## src/rtl/ldpc_pkg.sv

```systemverilog
// Shared definitions for the LDPC front end: codeword geometry and the issue FSM encoding.
// The frame loader and the decoder both import this package.
package ldpc_pkg;

    localparam int DATA_W  = 32;
    localparam int FRAME_W = 256;
    localparam int BEATS   = FRAME_W / DATA_W;

    typedef enum logic [1:0] {
        ST_IDLE      = 2'd0,
        ST_ISSUE     = 2'd1,
        ST_WAIT_BUSY = 2'd2,
        ST_WAIT_FREE = 2'd3
    } issue_state_e;

    // Index width that stays legal (>= 1 bit) even for a single-entry range.
    function automatic int cnt_width(input int n);
        return (n > 1) ? $clog2(n) : 1;
    endfunction

endpackage

```

## src/rtl/frame_fifo.sv

```systemverilog
// Small FIFO of complete codewords between the beat assembler and the issue FSM.
// The head entry is visible combinationally so the loader can register it into tx.
module frame_fifo
    import ldpc_pkg::*;
#(
    parameter int WIDTH = FRAME_W,
    parameter int DEPTH = 2
) (
    input  logic                         clk,
    input  logic                         rst,
    input  logic                         push_i,
    input  logic                         pop_i,
    input  logic [WIDTH-1:0]             data_i,
    output logic [WIDTH-1:0]             head_o,
    output logic [$clog2(DEPTH+1)-1:0]   count_o
);

    localparam int PTR_W = cnt_width(DEPTH);
    localparam int CNT_W = $clog2(DEPTH + 1);
    localparam logic [PTR_W-1:0] LAST_SLOT = PTR_W'(DEPTH - 1);

    logic [WIDTH-1:0] mem_q [DEPTH];
    logic [PTR_W-1:0] wr_q, wr_d;
    logic [PTR_W-1:0] rd_q, rd_d;
    logic [CNT_W-1:0] cnt_q, cnt_d;

    always_comb begin
        wr_d  = wr_q;
        rd_d  = rd_q;
        cnt_d = cnt_q;
        if (push_i) begin
            wr_d = (wr_q == LAST_SLOT) ? '0 : wr_q + 1'b1;
        end
        if (pop_i) begin
            rd_d = (rd_q == LAST_SLOT) ? '0 : rd_q + 1'b1;
        end
        case ({push_i, pop_i})
            2'b10:   cnt_d = cnt_q + 1'b1;
            2'b01:   cnt_d = cnt_q - 1'b1;
            default: cnt_d = cnt_q;
        endcase
    end

    always_ff @(posedge clk or negedge rst) begin
        if (!rst) begin
            wr_q  <= '0;
            rd_q  <= '0;
            cnt_q <= '0;
        end else begin
            wr_q  <= wr_d;
            rd_q  <= rd_d;
            cnt_q <= cnt_d;
        end
    end

    // Storage is not reset; the pointers alone define which entries are live.
    always_ff @(posedge clk) begin
        if (push_i) begin
            mem_q[wr_q] <= data_i;
        end
    end

    assign head_o  = mem_q[rd_q];
    assign count_o = cnt_q;

endmodule

```

## src/rtl/frame_loader.sv

```systemverilog
// Assembles DATA_W beats into FRAME_W codewords, buffers complete frames and
// hands them one at a time to the decoder with a single-cycle work pulse.
module frame_loader #(
    parameter int DATA_W  = ldpc_pkg::DATA_W,
    parameter int FRAME_W = ldpc_pkg::FRAME_W,
    parameter int DEPTH   = 2,
    parameter int BUSY_TO = 4
) (
    input  logic                         clk,
    input  logic                         rst,
    input  logic                         s_valid,
    input  logic [DATA_W-1:0]            s_data,
    input  logic                         s_last,
    output logic                         s_ready,
    input  logic                         dec_free,
    output logic                         work,
    output logic [FRAME_W-1:0]           tx,
    output logic                         frame_err,
    output logic [$clog2(DEPTH+1)-1:0]   occupancy
);

    import ldpc_pkg::*;

    localparam int BEATS = FRAME_W / DATA_W;
    localparam int CNT_W = cnt_width(BEATS);
    localparam int OCC_W = $clog2(DEPTH + 1);
    localparam int TMR_W = cnt_width(BUSY_TO);
    localparam int ASM_W = FRAME_W - DATA_W;
    localparam logic [CNT_W-1:0] LAST_BEAT = CNT_W'(BEATS - 1);

    generate
        if ((FRAME_W % DATA_W) != 0 || BEATS < 2) begin : g_bad_geometry
            $error("frame_loader: FRAME_W must be an integer multiple (>= 2) of DATA_W");
        end
        if (DEPTH < 1 || BUSY_TO < 1) begin : g_bad_sizing
            $error("frame_loader: DEPTH and BUSY_TO must be at least 1");
        end
    endgenerate

    logic [CNT_W-1:0]   cnt_q, cnt_d;
    logic [ASM_W-1:0]   asm_q;
    logic               err_q, err_d;
    issue_state_e       state_q, state_d;
    logic [TMR_W-1:0]   tmr_q, tmr_d;
    logic [FRAME_W-1:0] tx_q, tx_d;
    logic [FRAME_W-1:0] push_frame;
    logic [FRAME_W-1:0] head;
    logic [OCC_W-1:0]   occ;
    logic               at_last;
    logic               accept;
    logic               push;
    logic               pop;

    // Back-pressure only on the beat that would need a free slot; a pop in the
    // same cycle is deliberately ignored to keep s_ready off the FSM path.
    assign at_last = (cnt_q == LAST_BEAT);
    assign s_ready = !(at_last && (occ == OCC_W'(DEPTH)));
    assign accept  = s_valid && s_ready;
    assign push    = accept && at_last && s_last;

    // The final beat goes straight into the FIFO, so only BEATS-1 beats are held.
    assign push_frame = {s_data, asm_q};

    always_comb begin
        cnt_d = cnt_q;
        err_d = 1'b0;
        if (accept) begin
            if (at_last || s_last) begin
                cnt_d = '0;
                err_d = at_last ^ s_last;
            end else begin
                cnt_d = cnt_q + 1'b1;
            end
        end
    end

    always_ff @(posedge clk) begin
        if (accept && !at_last) begin
            asm_q[cnt_q*DATA_W +: DATA_W] <= s_data;
        end
    end

    frame_fifo #(
        .WIDTH (FRAME_W),
        .DEPTH (DEPTH)
    ) u_fifo (
        .clk     (clk),
        .rst     (rst),
        .push_i  (push),
        .pop_i   (pop),
        .data_i  (push_frame),
        .head_o  (head),
        .count_o (occ)
    );

    always_comb begin
        state_d = state_q;
        tmr_d   = tmr_q;
        tx_d    = tx_q;
        pop     = 1'b0;
        case (state_q)
            ST_IDLE: begin
                if ((occ != '0) && dec_free) begin
                    state_d = ST_ISSUE;
                    tx_d    = head;
                end
            end
            ST_ISSUE: begin
                pop     = 1'b1;
                tmr_d   = '0;
                state_d = ST_WAIT_BUSY;
            end
            ST_WAIT_BUSY: begin
                // A decoder that never drops dec_free is assumed to have missed
                // the pulse or finished instantly; give up after BUSY_TO cycles.
                if (!dec_free) begin
                    state_d = ST_WAIT_FREE;
                end else if (tmr_q == TMR_W'(BUSY_TO - 1)) begin
                    state_d = ST_IDLE;
                end else begin
                    tmr_d = tmr_q + 1'b1;
                end
            end
            ST_WAIT_FREE: begin
                if (dec_free) begin
                    state_d = ST_IDLE;
                end
            end
            default: state_d = ST_IDLE;
        endcase
    end

    always_ff @(posedge clk or negedge rst) begin
        if (!rst) begin
            cnt_q   <= '0;
            err_q   <= 1'b0;
            state_q <= ST_IDLE;
            tmr_q   <= '0;
            tx_q    <= '0;
        end else begin
            cnt_q   <= cnt_d;
            err_q   <= err_d;
            state_q <= state_d;
            tmr_q   <= tmr_d;
            tx_q    <= tx_d;
        end
    end

    assign work      = (state_q == ST_ISSUE);
    assign tx        = tx_q;
    assign frame_err = err_q;
    assign occupancy = occ;

endmodule

```

## config.mk

```make
export PLATFORM = sky130hd
export DESIGN_NAME = frame_loader
export DESIGN_NICKNAME = d
export VERILOG_FILES = /design/src/rtl/ldpc_pkg.sv /design/src/rtl/frame_fifo.sv /design/src/rtl/frame_loader.sv
export SDC_FILE = /design/constraint.sdc
export NUM_CORES = 1
export LEC_CHECK = 0
export CAP_MARGIN = 5
export CORE_ASPECT_RATIO = 1.5
export CORE_MARGIN = 2
export CORE_UTILIZATION = 35
export DETAILED_ROUTE_END_ITERATION = 10
export SYNTH_ARGS = -nofsm -noshare
export SYNTH_HDL_FRONTEND = slang
export SYNTH_SLANG_ARGS = --single-unit
```

## constraint.sdc

```tcl
create_clock -name clk -period 38.8 [get_ports clk]
set_input_delay 9.7 -clock clk [delete_from_list [all_inputs] [get_ports clk]]
set_output_delay 9.7 -clock clk [all_outputs]
set_load 0.05 [all_outputs]
```

==> flow_summary_export.csv <==
group,metric,value,unit
clock_network,cts_tree,"done",
layout,syn2layout_area_growth,20.2,%
clock_network,post_cts_buffers,0,
logic_synthesis,syn_avg_cell_area,20.0,sq um
logic_synthesis,syn-num-nets,1937,
sta,setup_tns,0,ns
sta,slew_headroom,18.0,%
logic_synthesis,yosysTopAreaCell,"edfxtp_1",
worst_setup_path,cp_max_fo,8,
worst_hold_path,min_path_type,"reg -> reg",
floorplan,start_util,35.3,%
logic_synthesis,synth_common_cells,"736 x edfxtp_1, 303 x mux2_2, 268 x dfrtp_1",
run,maxCapViolCount,0,
clock_network,clock_latency,0.70,ns
run_status,outcome,"finished, final reports clean",
logic_synthesis,synth_warnings,0,
detailed_routing,antenna_left,0,
logic_synthesis,ys.flop_type,"edfxtp_1",
clock_network,cts_resized,0,
floorplan,rows,147,
place,routabilityCongestion,0.728,
place,dp_hpwl,55.5,mm
logic_synthesis,post_synth_inst_count,1891,
worst_setup_path,end_kind,"primary output",
clock_network,root_buffer,"clkbuf_16",
power_and_ir_drop,p_leak,0.0165,uW
power_and_ir_drop,netSwitchingFraction,35.7,%
clock_network,clockBufferDepth,3,
detailed_routing,wirelength,92.3,mm
sta,fin_crit_sh,32.2,%
power_and_ir_drop,ir_drop,64.5,uV
layout,drive_gt1_share,30.5,%
detailed_routing,first_pass_iters,5,
detailed_routing,remaining_drc_errors,0,
global_routing,grtUsageTotal,16.7,%
detailed_routing,post_drt_wl_per_cell,24.7,um
sta,worst_pin_slew,1.23,ns
global_routing,grt_pass1_wl,132,mm
logic_synthesis,synth_top_area_share,58.3,%
worst_setup_path,r2r_setup_slack,34.98,ns
logic_synthesis,syn_area,0.0379,sq mm
sta,whs,0.421,ns
logic_synthesis,yosysMostFrequentCell,"edfxtp_1",
sta,setup_viol,0,
global_routing,first_global_vias,18525,
logic_synthesis,synth_edf_count,736,
clock_network,cts_hold_buf,0,
power_and_ir_drop,seqPwrFrac,38.5,%
sta,finClkSkew,0.0346,ns
floorplan,dieArea,0.111,sq mm
worst_setup_path,cp_data_required_time,29.10,ns
worst_setup_path,critPathKind,"reg -> out",
detailed_routing,drtIter0Drc,1395,
floorplan,design.core.area,0.107,sq mm
worst_setup_path,critPathLaunchType,"flip-flop",
detailed_routing,vias,17524,
power_and_ir_drop,p_int,2440,uW
clock_network,path_clk_slew,0.06,ns
detailed_routing,routed_via_density,4.69,
power_and_ir_drop,pwr-share-clk,25.1,%
power_and_ir_drop,p_comb_share,36.5,%
global_routing,grt_max_degree,196,
power_and_ir_drop,p_sw,1350,uW
clock_network,ctsHtreeMaxLevel,3,
logic_synthesis,synth-async-reset-ratio,26.7,%
global_routing,gr-total-overflow,0,
clock_network,clock-sinks,1004,
layout,nets,2277,
logic_synthesis,ys_ff_latch,1004,
floorplan,die_y,407,um
power_and_ir_drop,power_density,83.4,mW/mm^2
logic_synthesis,synth.area.top_cells,"edfxtp_1 58%, dfrtp_1 18%, mux2_2 9.0%",
worst_setup_path,arrival,2.80,ns
logic_synthesis,yosysSeqAreaShare,76.0,%
sta,fmax,80.0,MHz
sta,period_needed,12.50,ns
logic_synthesis,synth.distinct_cells,36,
floorplan,fp.dieW,273,um
sta,drv_slew,0,
sta,rsz0062_at_grt,"no",
place,portBuffers,297,
global_routing,antenna_found_initial,23,
clock_network,cts_buffers,94,
floorplan,ios,298,
sta,final_hold_viol_count,0,
[final timing paths]
check	startpoint	to	cells after the start
worst max-delay path	cnt_q[0]$_DFFE_PN0P_	s_ready	4
worst min-delay path	asm_q[174]$_DFFE_PP_	u_fifo.mem_q[0][174]$_DFFE_PP_	0
worst max register to register	u_fifo.rd_q$_DFFE_PN0P_	tx[197]$_DFFE_PN0P_	4
worst min register to register	asm_q[174]$_DFFE_PP_	u_fifo.mem_q[0][174]$_DFFE_PP_	0
max in group asynchronous	rst	tx[49]$_DFFE_PN0P_	3
min in group asynchronous	rst	tx[233]$_DFFE_PN0P_	1
[power by group through the flow]
stage / Combinational [uW] / Sequential, uW / Clock [uW]
after floorplan: 502 / 1910 / 0
after global placement: 1390 / 1480 / 0
after detailed placement: 1400 / 1490 / 0
after CTS: 1400 / 1470 / 974
after global routing: 1440 / 1480 / 1010
final: 1380 / 1460 / 951
[through the flow]
stage	std cells	worst slack, ns	total power [uW]	util, %	cell area, sq um
after floorplan	1891	17.33	2410	-	37900
after global placement	3549	25.75	2870	39.4	42300
after detailed placement	3549	25.70	2880	39.4	42300
after CTS	3727	26.24	3840	42.4	45500
after global routing	3736	26.16	3930	42.4	45500
final	3739	26.30	3790	42.4	45500
[layer usage]
layer,global-route usage [%],vias up,part of all wire (%)
li1,-,7750,-
met1,21.3,9173,41
met2,28.3,482,51
met3,2.81,119,5.0
met4,6.51,0,3.1
met5,0,-,0
[logic make-up after synthesis]
family / synth area share [%]
flip-flops: 76.0
multiplexers: 17.4
AND/OR/NAND/NOR: 4.33
buffers and inverters: 1.62
AO/OA/AOI/OAI: 0.215
adder cells (fa/ha/maj): 0.297
XOR/XNOR: 0.116
[registers in the layout, indices dropped and copies added, names as in the netlist]
signal          flops
u_fifo.wr_q         1
state_q             2
cnt_q               3
u_fifo.rd_q         1
tx                256
asm_q             224
u_fifo.mem_q      512
frame_err           1
u_fifo.count_o      2
tmr_q               2
[cell type report]
type	instances	area, sq um
antenna	11	27.5
clock buffer	118	2500
clock inverter	60	672
fill	9324	61700
inverter	9	33.8
multi-input combinational	803	8520
sequential	1004	28800
tap	1415	1770
timing repair buffer	319	3180
[critical path, stage by stage (launching register included)]
cell and delay, ns:
dfrtp_1 0.53, ha_1 0.30, ha_1 0.28, nand3b_1 0.16, clkdlybuf4s50_1 0.82
[cell usage in the layout (no fill, tap or decap), drive strengths merged, types with 9 or more instances in the layout]
master,n
edfxtp,736
mux2,512
clkdlybuf4s50,291
dfrtp,268
and2,229
clkbuf,118
clkinv,40
buf,28
inv,13
bufinv,12
nor2,12
diode,11
ha,9
Note: power is estimated with default switching activity, not from simulation.
